==> src/rtl/wl_predecoder_seq_if.sv <==
// wl_predecoder_seq_if: request handshake and predecoded word-line bundle.
// Parity signals exist only when PREDEC_PARITY_EN is defined.
interface wl_predecoder_seq_if #(
    parameter int GROUPS = 2
);
    logic                  req_valid;
    logic [3*GROUPS-1:0]   req_addr;
    logic                  req_ready;
    logic [8*GROUPS-1:0]   pred_n;
    logic                  busy;
    logic                  done;
`ifdef PREDEC_PARITY_EN
    logic                  req_par;
    logic                  par_err;

    modport master (output req_valid, req_addr, req_par,
                    input  req_ready, pred_n, busy, done, par_err);
    modport slave  (input  req_valid, req_addr, req_par,
                    output req_ready, pred_n, busy, done, par_err);
`else
    modport master (output req_valid, req_addr,
                    input  req_ready, pred_n, busy, done);
    modport slave  (input  req_valid, req_addr,
                    output req_ready, pred_n, busy, done);
`endif
endinterface

==> src/rtl/wl_predecoder_seq.sv <==
// wl_predecoder_seq: sequenced 3-to-8 word-line predecoder with setup/pulse/recovery window.
// Optional request parity check enabled by defining PREDEC_PARITY_EN.
module wl_predecoder_seq #(
    parameter int GROUPS    = 2,
    parameter int PULSE_CYC = 2,
    parameter int GAP_CYC   = 1
) (
    input  logic                clk,
    input  logic                rst,
    wl_predecoder_seq_if.slave  bus
);
    localparam int ADDR_W = 3 * GROUPS;
    localparam int PRED_W = 8 * GROUPS;
    localparam logic [3:0] PULSE_LD = 4'(PULSE_CYC - 1);
    localparam logic [3:0] GAP_LD   = 4'((GAP_CYC == 0) ? 0 : GAP_CYC - 1);

    typedef enum logic [1:0] {IDLE, SETUP, ACTIVE, RECOVER} state_t;

    state_t              state_q, state_d;
    logic [ADDR_W-1:0]   addr_q, addr_d;
    logic [3:0]          cnt_q, cnt_d;
    logic [PRED_W-1:0]   pred_q, pred_d;
    logic                done_q, done_d;
    logic                accept, par_ok;

    assign accept = bus.req_valid && (state_q == IDLE);
`ifdef PREDEC_PARITY_EN
    logic par_err_q;
    assign par_ok = ~^{bus.req_addr, bus.req_par};
    always_ff @(posedge clk) begin
        if (rst) par_err_q <= 1'b0;
        else     par_err_q <= accept && !par_ok;
    end
    assign bus.par_err = par_err_q;
`else
    assign par_ok = 1'b1;
`endif

    always_comb begin
        state_d = state_q;
        addr_d  = addr_q;
        cnt_d   = cnt_q;
        done_d  = 1'b0;
        pred_d  = '1;
        case (state_q)
            IDLE: begin
                state_d = (accept && par_ok) ? SETUP : IDLE;
                addr_d  = (accept && par_ok) ? bus.req_addr : addr_q;
            end
            SETUP: begin
                state_d = ACTIVE;
                cnt_d   = PULSE_LD;
            end
            ACTIVE: begin
                done_d  = (cnt_q == 4'd0);
                state_d = (cnt_q != 4'd0) ? ACTIVE : (GAP_CYC == 0) ? IDLE : RECOVER;
                cnt_d   = (cnt_q == 4'd0) ? GAP_LD : cnt_q - 4'd1;
            end
            default: begin
                state_d = (cnt_q == 4'd0) ? IDLE : RECOVER;
                cnt_d   = (cnt_q == 4'd0) ? 4'd0 : cnt_q - 4'd1;
            end
        endcase
        // lines are computed from next state so the registered output lines up with ACTIVE
        if (state_d == ACTIVE)
            for (int g = 0; g < GROUPS; g++)
                pred_d[8*g +: 8] = ~(8'd1 << addr_d[3*g +: 3]);
    end

    always_ff @(posedge clk) begin
        if (rst) begin
            state_q <= IDLE;
            addr_q  <= '0;
            cnt_q   <= 4'd0;
            pred_q  <= '1;
            done_q  <= 1'b0;
        end else begin
            state_q <= state_d;
            addr_q  <= addr_d;
            cnt_q   <= cnt_d;
            pred_q  <= pred_d;
            done_q  <= done_d;
        end
    end

    assign bus.req_ready = (state_q == IDLE);
    assign bus.busy      = (state_q != IDLE);
    assign bus.done      = done_q;
    assign bus.pred_n    = pred_q;
endmodule

==> src/flat_wrapper.sv <==
// flat-port wrapper written by rule: the top's interface ports become plain ports
module wl_predecoder_seq_flat 
#(
    parameter int GROUPS    = 2,
    parameter int PULSE_CYC = 2,
    parameter int GAP_CYC   = 1
)
  (clk, rst, bus_req_valid, bus_req_addr, bus_req_ready, bus_pred_n, bus_busy, bus_done);
  wl_predecoder_seq_if #(.GROUPS(GROUPS)) bus_i ();
  input  logic clk;
  input  logic rst;
  input wire logic [$bits(bus_i.req_valid)-1:0] bus_req_valid;
  input wire logic [$bits(bus_i.req_addr)-1:0] bus_req_addr;
  output wire logic [$bits(bus_i.req_ready)-1:0] bus_req_ready;
  output wire logic [$bits(bus_i.pred_n)-1:0] bus_pred_n;
  output wire logic [$bits(bus_i.busy)-1:0] bus_busy;
  output wire logic [$bits(bus_i.done)-1:0] bus_done;
  assign bus_i.req_valid = bus_req_valid;
  assign bus_i.req_addr = bus_req_addr;
  assign bus_req_ready = bus_i.req_ready;
  assign bus_pred_n = bus_i.pred_n;
  assign bus_busy = bus_i.busy;
  assign bus_done = bus_i.done;
  wl_predecoder_seq #(.GROUPS(GROUPS), .PULSE_CYC(PULSE_CYC), .GAP_CYC(GAP_CYC)) u_core (.clk(clk), .rst(rst), .bus(bus_i));
endmodule
==> config.mk <==
export PLATFORM = sky130hd
export DESIGN_NAME = wl_predecoder_seq_flat
export DESIGN_NICKNAME = d
export VERILOG_FILES = /design/src/rtl/wl_predecoder_seq_if.sv /design/src/rtl/wl_predecoder_seq.sv /design/src/flat_wrapper.sv
export SDC_FILE = /design/constraint.sdc
export NUM_CORES = 1
export LEC_CHECK = 0
export ABC_AREA = 1
export CAP_MARGIN = 30
export CORE_ASPECT_RATIO = 1.1
export CORE_UTILIZATION = 48
export CTS_CLUSTER_SIZE = 10
export DETAILED_ROUTE_END_ITERATION = 10
export PLACE_DENSITY_LB_ADDON = 0.2
export SLEW_MARGIN = 20
export SYNTH_ARGS = -nofsm -noshare
export SYNTH_HDL_FRONTEND = slang
export SYNTH_SLANG_ARGS = --single-unit
==> constraint.sdc <==
create_clock -name clk -period 1.8 [get_ports clk]
set_input_delay 0.36 -clock clk [delete_from_list [all_inputs] [get_ports clk]]
set_output_delay 0.36 -clock clk [all_outputs]
set_load 0.05 [all_outputs]
* After elaboration in Yosys (flattened, before gate mapping)
Cells that the tools add are included.
** Word-level totals
- Register bits :: 29
- Latch bits :: 0
- RAM bits :: 0
- Bits in read-only memories :: 0
- Input port bits :: 9
- Output and inout port bits :: 19
- Logic and storage cells :: 30
- Memories :: 0
** Cells by class
- Add/subtract/negate cells :: 1
- $mul :: 0
- Divide/modulo/power cells :: 0
- $lt $le $gt $ge :: 0
- Eq/ne operators :: 3
- Shifts and indexed selects :: 2
- Mux-type cells :: 8
- Bitwise operators :: 4
- Reductions and logical operators :: 7
** Operators by type and width (count)
- $not 8->8 :: 2
- $shl 1x3->8 const A :: 2
- $mux 6 :: 2
- $pmux 4 s2 :: 1
- $pmux 2 s3 :: 1
- $eq 2x2->1 const B :: 2
- $logic_not 4->1 :: 1
- $mux 4 :: 1
- $reduce_bool 4->1 :: 1
- $reduce_or 2->1 :: 2
- $sub 4x1->4 const B :: 1
- $eq 2x1->1 const B :: 1
- $logic_not 2->1 :: 1
- $mux 1 :: 2
- $mux 2 :: 1
- $not 1->1 :: 2
- $reduce_bool 2->1 :: 1
- $logic_and 1x1->1 :: 1

* Logic depth before layout (Yosys ltp)
- Depth in word-level cells :: 7
- Gate-level depth with buffers :: 10
- Mapped depth without buffers :: 9

* Worst setup path before layout
OpenSTA, ideal clock, no wires.
- Path type :: reg-to-reg
- Start :: reg u_core.state_q[0]
- End :: reg u_core.cnt_q[3]
- Setup time :: 0.116 ns
- Arrival :: 1.698 ns
- Required time :: 1.684 ns
- Path slack :: -0.013 ns
- Stages on the path, launching flop included :: 8
- Buffers on the path :: 1
- Period minus slack after synthesis :: 1.813 ns
- Cells stage by stage :: dfxtp_1 inv_1 ha_1 buf_6 inv_1 nand3_1 xor2_1 nor2_1
** Between the ends
- Cells in the longest elaborated chain, start to end :: 2
- Elaborated cells between the ends (all ways) :: 3
- Those cells by class :: 1 x eq/ne; 1 x mux; 1 x reduce/logical
** RTL lines
- start: declaration :: line wl_predecoder_seq.sv:19 : state_t state_q, state_d;
- start signal: assignment :: line wl_predecoder_seq.sv:78 : state_q <= state_d;
- $logic_not 2->1 *
- net bus_req_ready :: line flat_wrapper.sv:14 : output wire logic [$bits(bus_i.req_ready)-1:0] bus_req_ready;
- $pmux 4 s2 :: line wl_predecoder_seq.sv:45 : case (state_q)
- end signal: assignment :: line wl_predecoder_seq.sv:80 : cnt_q <= cnt_d;
- end: declaration :: line wl_predecoder_seq.sv:21 : logic [3:0] cnt_q, cnt_d;
The timed path passes the listed nets; every way through them passes the cells marked *.
A chain may end at the register's enable or synchronous reset.

* Worst setup path in the final report
- Start :: reg u_core.state_q[0]
- End :: out bus_busy
** Between the ends
- Cells in the longest elaborated chain, start to end :: 1
** RTL lines
- $reduce_bool 2->1 :: line wl_predecoder_seq.sv:87 : assign bus.busy = (state_q != IDLE);
- end: declaration :: line flat_wrapper.sv:16 : output wire logic [$bits(bus_i.busy)-1:0] bus_busy;
Every way passes these cells.

==> results.cfg <==
[setup_path]
cp_slowest_cell = dfxtp_1
reg2reg_slack_ns = 0.26
criticalPathCategory = reg2out
path_max_fanout = 6
cp.required_ns = 1.44
critPathMaxStageDelay_ns = 0.34
end_kind = output pin
startpoint_type = flip-flop
cp_cell_sequence = inv_1, ha_4, clkinvlp_4, buf_12
arrival_ns = 1.32

[synthesis]
synth_fp_nets = 160
synth_commonest_cells = dfxtp_1, nor2_1, nand2_1, nand3_1, inv_1
synthesis.area_um2 = 1190
synth_top_family_by_area = simple AND/OR/NAND/NOR gates
synthCells = 145
synthSimpleGateAreaFrac_pct = 29.3
yosysTopAreaCell = dfxtp_1
synthAdderAreaFrac_pct = 6.28
ys_warn_count = 0
synth_ff_type = dfxtp_1
synth_edf_count = 0
netlist_top_cells_area = dfxtp_1, nand3_1, nor2_1
seq_area_frac_synth_pct = 48.6
synth_compound_area_share_pct = 5.86
yosysMostFrequentCell = dfxtp_1
synth_seq_cells = 29
syn_avg_cell_area_um2 = 8.24
synth_xor_area_share_pct = 1.47
synthMuxAreaShare_pct = 0
synth_top_area_share_pct = 48.6
postSynth.asyncResetShare_pct = 0
synth_cell_type_count = 19

[die]
core_area_um2 = 2300
die_x_um = 49.6
die_h_um = 54.3
ios = 28
initial_core_util_pct = 52.0
fp-row-count = 18
die_area_um2 = 2690

[detailed_routing]
firstDrtPassIters = 5
postRouteAntennaNets = 0
routed_wl_mm = 2.21
wl_per_cell_um = 10.5
drt-initial-drc-count = 16
vias = 993
viasPerCell = 4.73
drc_errors = 0

[power]
clkPwrFrac_pct = 20.7
pwr-share-comb_pct = 49.5
seq_power_share_pct = 29.8
power_uw = 2680
p_int_uw = 1580
switching_share_pct = 40.9
p_per_area_nw_per_um2 = 1670
p_switching_uw = 1100
p_leak_uw = 0.000701
ir_drop_v = 0.00115

[global_routing]
grt_pass1_wl_mm = 3.68
track_usage_pct = 19.0
grt_max_degree = 18
antenna_found_initial = 0
grt_pass1_vias = 864
grt-ovfl-total = 0

[clock_network]
htreeDepth = 2
insertion_delay_ns = 0.33
cts_hold_buf = 0
cts_max_path_buffers = 2
cts.sinks = 29
cts_root_buffer = clkbuf_4
cts_made_buffers = 5
cts_tree = yes
clkTransAtPathRegs_ns = 0.09
postCtsSetupBuffers = 0

[layout]
drive_gt1_share_pct = 21.1
postLayoutCoreUtil_pct = 69.7
antenna-diode-count = 0
area_growth_pct = 33.9
nets = 194
stdcell_count = 210

[status]
status = finished clean

[timing]
setup_viol = 0
slew_violations = 0
tightest_slew_ns = 0.498
hold_viol = 0
min_period_ns = 1.68
rsz0062_at_grt = false
skew_ns = 0.00731
slew_headroom_pct = 66.8
fin_setup_tns_ns = 0
fmaxAchievable_mhz = 596
period_share_pct = 93.3

[placed_design]
portBuffers = 27
dp_hpwl_mm = 1.63
place.gp.congestion = 0.797
dp_cells = 202

[flow_run]
cap_viol_max_count = 0

[min_path]
hp-class = reg2reg
-- power by group through the flow --
stage / registers [uW] / clock network [uW] / logic (uW)
6_report: 798 / 555 / 1330
5_1_grt: 809 / 587 / 1470
4_1_cts: 799 / 562 / 1310
3_5_place_dp: 813 / 0 / 1300
3_3_place_gp: 810 / 0 / 1280
2_1_floorplan: 903 / 0 / 863
-- layout make-up --
cell class | count | area (um^2)
inverters | 17 | 67.6
well taps | 30 | 37.5
clock buffers | 7 | 55.1
flip-flops and latches | 29 | 581
repair buffers | 31 | 304
clock inverters | 1 | 30.0
fillers | 189 | 697
multi-input cells | 95 | 526
-- metrics by stage --
stage	hold WS (ns)	worst slack, ns	cell area [um^2]
6_report	0.494	0.121	1600
3_3_place_gp	0.479	0.111	1500
3_5_place_dp	0.487	0.0664	1500
2_1_floorplan	0.457	0.136	1200
4_1_cts	0.500	0.00419	1590
5_1_grt	0.533	0.0699	1600
-- sequential cells by signal, indices dropped and copies added (netlist names) --
signal and count:
u_core.cnt_q 4, u_core.bus.done 1, u_core.bus.pred_n 16, u_core.state_q 2
u_core.addr_q 6
-- logic make-up (layout without fill, tap and decap cells) --
| kind of cell | after synthesis | count (layout) |
|---|---|---|
| simple gates | 79 | 79 |
| flops | 29 | 29 |
| compound gates | 8 | 8 |
| fa+ha+maj | 6 | 6 |
| buf+inv | 21 | 56 |
| xor+xnor | 2 | 2 |
-- per-layer routing --
metal | track usage (%) | wire length [um] | vias up
li1 | - | - | 515
met1 | 22.5 | 993 | 441
met2 | 31.1 | 1050 | 29
met3 | 4.44 | 119 | 8
met4 | 12.9 | 55 | 0
met5 | 0 | 0 | -
-- final timing paths --
path,startpoint,to,cells past startpoint
max,u_core.state_q[0]$_SDFF_PP0_,bus_busy,4
min,u_core.cnt_q[1]$_SDFFE_PP0P_,u_core.cnt_q[1]$_SDFFE_PP0P_,2
max reg2reg,u_core.state_q[0]$_SDFF_PP0_,u_core.bus.pred_n[1]$_SDFF_PP1_,7
min reg2reg,u_core.cnt_q[1]$_SDFFE_PP0P_,u_core.cnt_q[1]$_SDFFE_PP0P_,2
-- worst max-delay path, delay by kind of cell (launching register included) --
| family | cells | cell delay [ns] |
|---|---|---|
| buffers and inverters | 3 | 0.44 |
| DFF | 1 | 0.34 |
| adders and majority gates | 1 | 0.21 |
-- placed cells by master, fill, tap and decap left out, drive strengths merged --
master and n:
o21ai 4, dfxtp 29, clkinvlp 1, bufinv 1, xor2 2, nand2 27
ha 6, nand3 22, nor2 29, a21oi 4, clkbuf 7, nand3b 1
buf 18, dlygate4sd2 3, inv 16, dlymetal6s2s 2, clkdlybuf4s50 8
-- repair_timing --
item / in CTS / in global routing
resized for setup: 3 / 3
setup endpoints to repair: 3 / 3
hold endpoints to repair: 0 / 0
gates cloned: 0 / 0
Note: power is estimated with default switching activity, not from simulation.
==> RTL edit 1: new RTL, same settings <==
The 4 states of `state_t` get a one-hot encoding in 4 bits.
--- a/src/rtl/wl_predecoder_seq.sv
+++ b/src/rtl/wl_predecoder_seq.sv
@@ -14,7 +14,7 @@
     localparam logic [3:0] PULSE_LD = 4'(PULSE_CYC - 1);
     localparam logic [3:0] GAP_LD   = 4'((GAP_CYC == 0) ? 0 : GAP_CYC - 1);
 
-    typedef enum logic [1:0] {IDLE, SETUP, ACTIVE, RECOVER} state_t;
+    typedef enum logic [3:0] {IDLE = 4'b0001, SETUP = 4'b0010, ACTIVE = 4'b0100, RECOVER = 4'b1000} state_t;
 
     state_t              state_q, state_d;
     logic [ADDR_W-1:0]   addr_q, addr_d;
Check against the original RTL: no difference found for any inputs over 10 cycles, from zero or initial values and one cycle with rst high; not proved beyond that.
==> RTL edit 1 against the unedited design <==
Setup slack better by 30 ps. Cell area is 6.3% higher. Critical path type unchanged. Power decreased by 4.5%. Critical path depth rose by 1. Routed wire length grew 21%. Clock skew up 6.9 ps. Count of clock-buffer cells in the layout stayed put. Synthesized area up 14%. Via count grew 20%. First-iteration DRC count up 110%. Sequential cell count up 2. Fmax increased by 1.8%.
==> RTL edit 1: results (changes against the unedited design) <==
** Pwr
- Peak supply drop :: 1080 uV (-6.0%)

** Place
- Placed instance count :: 239 (+18%)
- The worst slack after detailed placement is 69.9 ps (+3.46 ps).
- The HPWL after detailed placement was 2.08 mm (+27%).

** Setup path
- The worst setup slack for register-to-register paths is 380 ps (+120 ps).
- Highest net fanout along the worst path :: 5 (-1)
- The delay contributed by the slowest stage of the critical path is 370 ps (+30 ps).
- The worst endpoint data arrival time was 1290 ps (-30 ps).
- The cell family contributing the most delay on the critical path is flip-flops.

** GRT
- The all-layer global routing usage was 20.8% (+1.8 points).
- Number of global-route vias before repair :: 1,153 (+33%)
- Wire length of the first global-routing pass :: 4.61 mm (+25%)

** Synth
- The number of nets produced by synthesis came to 193 (+21%).
- Number of distinct library cell variants in the gate-level netlist after synthesis :: 20 (+1)
- Commonest cells in the netlist :: nand2_1 (48), dfxtp_1 (31), inv_1 (23)
- Adder-Cell Fraction of Synth Area :: 1.84% (-4.4 points)
- The sequential share of the synthesized area came to 45.6% (-3.0 points).
- The XOR/XNOR share of the synthesized area was 0% (-1.5 points).
- The compound-gate portion of the synthesized area is 2.02% (-3.8 points).

** Timing
- Final worst clock skew :: 14.2 ps (+6.85 ps)
- The maximum operating frequency is 606 MHz (+1.8%).
- Remaining max-slew budget at the tightest pin :: 66.8% (about the same)

** Drt
- Number of iterations in the first detailed-routing pass :: 4 (-1)
- The aggregate routed wire length came to 2.67 mm (+21%).
- The iteration-0 DRC count of the detailed router is 33 (+17).
- The number of vias per cell after detailed routing is 4.82 (+1.9%).

** Layout
- Area delta synth->final :: 24.9%
- The count of nets after finishing is 226 (+16%).

** Status
- The flow ran to the end, and the final reports show no timing, DRC or antenna violations.
## RTL edit 1: cell type report
class	count	area, um^2	share of cell area, %
tap	31	38.8	2.28
inverter	24	90.1	5.30
multi-input combinational	121	617	36.3
sequential	31	621	36.5
clock buffer	7	45.0	2.65
clock inverter	1	5.00	0.294
timing repair buffer	32	284	16.7
## RTL edit 1: routing by layer
| metal | track usage [%] | vias to the layer above | part of all wire (%) |
|---|---|---|---|
| met2 | 33.5 | 28 | 49 |
| met3 | 6.30 | 5 | 4.8 |
| met1 | 24.4 | 533 | 44 |
| met5 | 0 | - | 0 |
| met4 | 11.3 | 0 | 1.8 |
| li1 | - | 624 | - |
## RTL edit 1: path summary, 6_finish.rpt
path                                        start                    end  cells past startpoint
worst max-delay path            u_core.state_q[0]          bus_req_ready                      5
worst min-delay path              u_core.cnt_q[2]        u_core.cnt_q[2]                      2
worst max register to register  u_core.state_q[0]  u_core.bus.pred_n[14]                      7
worst min register to register    u_core.cnt_q[2]        u_core.cnt_q[2]                      2
## RTL edit 1: kinds of logic (layout without fill, tap and decap cells)
logic type / count (synthesis) / after routing
DFF: 31 / 31
and+or+nand+nor: 114 / 114
adders and majority gates: 2 / 2
AOI/OAI and AO/OA: 5 / 5
buffers and inverters: 30 / 64
## RTL edit 1: repair_timing
action                     in CTS  in global routing
cloned                          0                  0
setup endpoints to repair       5                  1
gates resized for setup         5                  1
pin swaps                       0                  0
## RTL edit 1: worst reg2reg max path: cells and delay by family (launching register included)
kind	cells	cell delay, ps
DFF	1	370
buffers and inverters	1	60
and+or+nand+nor	6	870
## RTL edit 1: power by group
| group | switching [uW] | internal [uW] |
|---|---|---|
| Clock | 221 | 152 |
| Sequential | 72.7 | 796 |
| Combinational | 853 | 465 |
## RTL edit 1: through the flow
stage / util, % / total power, uW / instance area (um^2) / hold slack, ps
global route: 65.6 / 2780 / 1700 / 554
floorplan: - / 1890 / 1360 / 466
global placement: 63.8 / 2170 / 1650 / 489
finish: 65.6 / 2560 / 1700 / 521
detailed placement: 63.8 / 2210 / 1650 / 510
CTS: 65.5 / 2580 / 1700 / 525
==> RTL edit 2: new RTL, config.mk and constraints unchanged <==
Made on the original files. `GROUPS` is set to 2 in 3 places; all go to 4.
--- a/src/rtl/wl_predecoder_seq_if.sv
+++ b/src/rtl/wl_predecoder_seq_if.sv
@@ -1,7 +1,7 @@
 // wl_predecoder_seq_if: request handshake and predecoded word-line bundle.
 // Parity signals exist only when PREDEC_PARITY_EN is defined.
 interface wl_predecoder_seq_if #(
-    parameter int GROUPS = 2
+    parameter int GROUPS = 4
 );
     logic                  req_valid;
     logic [3*GROUPS-1:0]   req_addr;
--- a/src/rtl/wl_predecoder_seq.sv
+++ b/src/rtl/wl_predecoder_seq.sv
@@ -1,7 +1,7 @@
 // wl_predecoder_seq: sequenced 3-to-8 word-line predecoder with setup/pulse/recovery window.
 // Optional request parity check enabled by defining PREDEC_PARITY_EN.
 module wl_predecoder_seq #(
-    parameter int GROUPS    = 2,
+    parameter int GROUPS    = 4,
     parameter int PULSE_CYC = 2,
     parameter int GAP_CYC   = 1
 ) (
--- a/src/flat_wrapper.sv
+++ b/src/flat_wrapper.sv
@@ -1,7 +1,7 @@
 // flat-port wrapper written by rule: the top's interface ports become plain ports
 module wl_predecoder_seq_flat 
 #(
-    parameter int GROUPS    = 2,
+    parameter int GROUPS    = 4,
     parameter int PULSE_CYC = 2,
     parameter int GAP_CYC   = 1
 )
Interface: changed (resized bus_pred_n and bus_req_addr); port bits go from 28 to 50. No check against the original RTL was run, so the function may have changed too.
==> RTL edit 2 against the unedited design <==
Sequential cell count is 22 higher. Synthesized area is 66% higher. Clock power is 35% higher. Via count is 65% higher. Sequential share of layout area is 2.0 points higher. Routed wire length is 62% higher. First-iteration DRC count grew to 6.4 times the old value. Power is 52% higher. Worst hold slack worse by 4.4 ps. Cell area is 67% higher. Setup slack worse by 81 ps.
==> RTL edit 2: results (changes against the unedited design) <==
** Setup path
- The worst register-to-register path begins at u_core.state_q[1].
- Maximum cell stage delay along the critical path :: 790 ps (+450 ps)
- Highest net fanout along the worst path :: 1 (-5)
- Cell count of the worst reg-to-reg path :: 7 (unchanged)
- Timing startpoint of the critical path :: u_core.bus.pred_n[19]
- The worst setup slack for register-to-register paths is 230 ps (-30 ps).
- Max stage delay cell, worst path :: clkdlybuf4s50_1
- Critical Path End :: bus_pred_n[19]
- The worst endpoint data arrival time was 1400 ps (+80 ps).
- Critical register-to-register path endpoint :: u_core.bus.pred_n[18]

** Place
- The HPWL after detailed placement was 2.66 mm (+63%).
- The worst slack after detailed placement was 13.8 ps (-52.7 ps).
- GP Congestion :: 0.834 (+4.5%)
- The count of input and output buffers is 49 (+81%).

** Synth
- The sequential share of the synthesized area was 51.4% (+2.8 points).
- Async set-or-reset flop fraction in the synthesized netlist :: 0% (unchanged)
- Sorting the synthesized cells by area gives the leading types as dfxtp_1 (51%), nand3_1 (11%), nor2_1 (9.4%).
- Commonest cells in the netlist :: dfxtp_1 (51), nor2_1 (50), nand2_1 (42), nand3_1 (42), inv_1 (22)
- Synthesized netlist net count :: 265 (+66%)
- Number of distinct library cell variants in the gate-level netlist after synthesis :: 20 (+1)

** Clock tree
- The insertion delay of the later-clocked pin in the worst-skew pair is 290 ps (-40 ps).
- The maximum clock path buffer count came to 2 (unchanged).
- The H-tree depth reported by CTS came to 2 (unchanged).
- After clock tree synthesis, the clock-pin slew on the worst setup and hold paths is 80 ps.
- Clock buffers created by TritonCTS :: 5 (unchanged)
- The tree is rooted in a clkbuf_8.

** GRT
- Initial antenna violation count :: 0 (unchanged)
- Number of global-route vias before repair :: 1,435 (+66%)
- Total global routing overflow :: 0 (unchanged)
- The met1 demand-to-capacity share in global routing is 22.5% (+0.060 points).
- Wire length of the first global-routing pass :: 6.28 mm (+71%)
- The met2 track demand over resource in global routing is 29.4% (-1.6 points).
- The global routing met3 resource utilization is 4.61% (+0.16 points).
- The all-layer global routing usage was 18.1% (-0.91 points).

** Hold path
- The worst hold path terminates at u_core.cnt_q[1].
- The number of stages on the worst hold path is 2 (unchanged).
- The worst hold path begins at u_core.cnt_q[1].

** Layout
- Fraction of layout instances using a drive strength above 1 :: 15.4% (-5.7 points)
- Final-stage net count :: 319 (+64%)
- The number of flip-flops in the largest register was 32 (+16).
- The fill cell instance count of the final layout was 345 (+83%).

** Status
- The flow ran to the end, and the final reports show no timing, DRC or antenna violations.

** Drt
- The detailed-router iteration count before antenna repair was 4 (-1).
- Count of vias placed by the detailed router :: 1,635 (+65%)
- Routed length per instance :: 10.3 um (-2.6%)
- The iteration-0 DRC count of the detailed router is 103 (+87).

** Timing
- Final Cycle Share :: 97.8% (+4.5 points)
- Worst-margin pin slew :: 507 ps (+9.40 ps)
- Final worst clock skew :: 2.78 ps (-4.52 ps)

** Pwr
- Leakage component of the power :: 0.00115 uW (+64%)
- The worst-case vdd ir drop was 818 uV (-29%).
RTL edit 2: changes by cell type after synthesis, sizes merged:
cell	before	now
dfxtp	29	51
nor2	29	51
nand3	22	42
nand2	27	45
inv	17	25
buf	3	9
o21ai	4	6
clkbuf	1	2
RTL edit 2: layout make-up:
cell class                      instances  area [um^2]  area share [%]
Timing Repair Buffer                   58          584            21.9
Inverter                               25         93.8            3.52
Sequential cell                        51         1020            38.3
Multi-Input combinational cell        157          801            30.0
Clock buffer                            6         72.6            2.72
Tap cell                               52         65.1            2.44
Clock inverter                          1         30.0            1.13
RTL edit 2: power by group:
| group | internal, uW | switching [uW] |
|---|---|---|
| logic | 729 | 1240 |
| registers | 1280 | 61.9 |
| clock network | 407 | 342 |
| total | 2420 | 1640 |
RTL edit 2: per-stage QoR:
stage	instance area (um^2)	instances	hold slack [ps]
after floorplan	1990	244	458
after global placement	2540	343	476
after detailed placement	2540	343	475
after CTS	2650	350	488
after global routing	2670	350	503
final	2670	350	489
RTL edit 2: repair_timing:
item,CTS,global route
endpoints found under the setup margin,2,7
resized for setup,3,7
pin swaps,0,1
RTL edit 2: cells by family (layout without fill, tap and decap cells):
group / count (synthesis) / in the layout / synth area share (%)
AND/OR/NAND/NOR: 139 / 139 / 29.8
adder cells (fa/ha/maj): 6 / 6 / 3.78
buffers and inverters: 36 / 90 / 8.94
AO/OA/AOI/OAI: 10 / 10 / 5.16
flip-flops: 51 / 51 / 51.4
XOR/XNOR: 2 / 2 / 0.882
RTL edit 2: layer usage:
layer	wire (um)	share of wire [%]	vias up
met1	1630	46	728
met4	72	2.0	0
met3	160	4.5	8
met5	0	0	-
li1	-	-	862
met2	1720	48	37
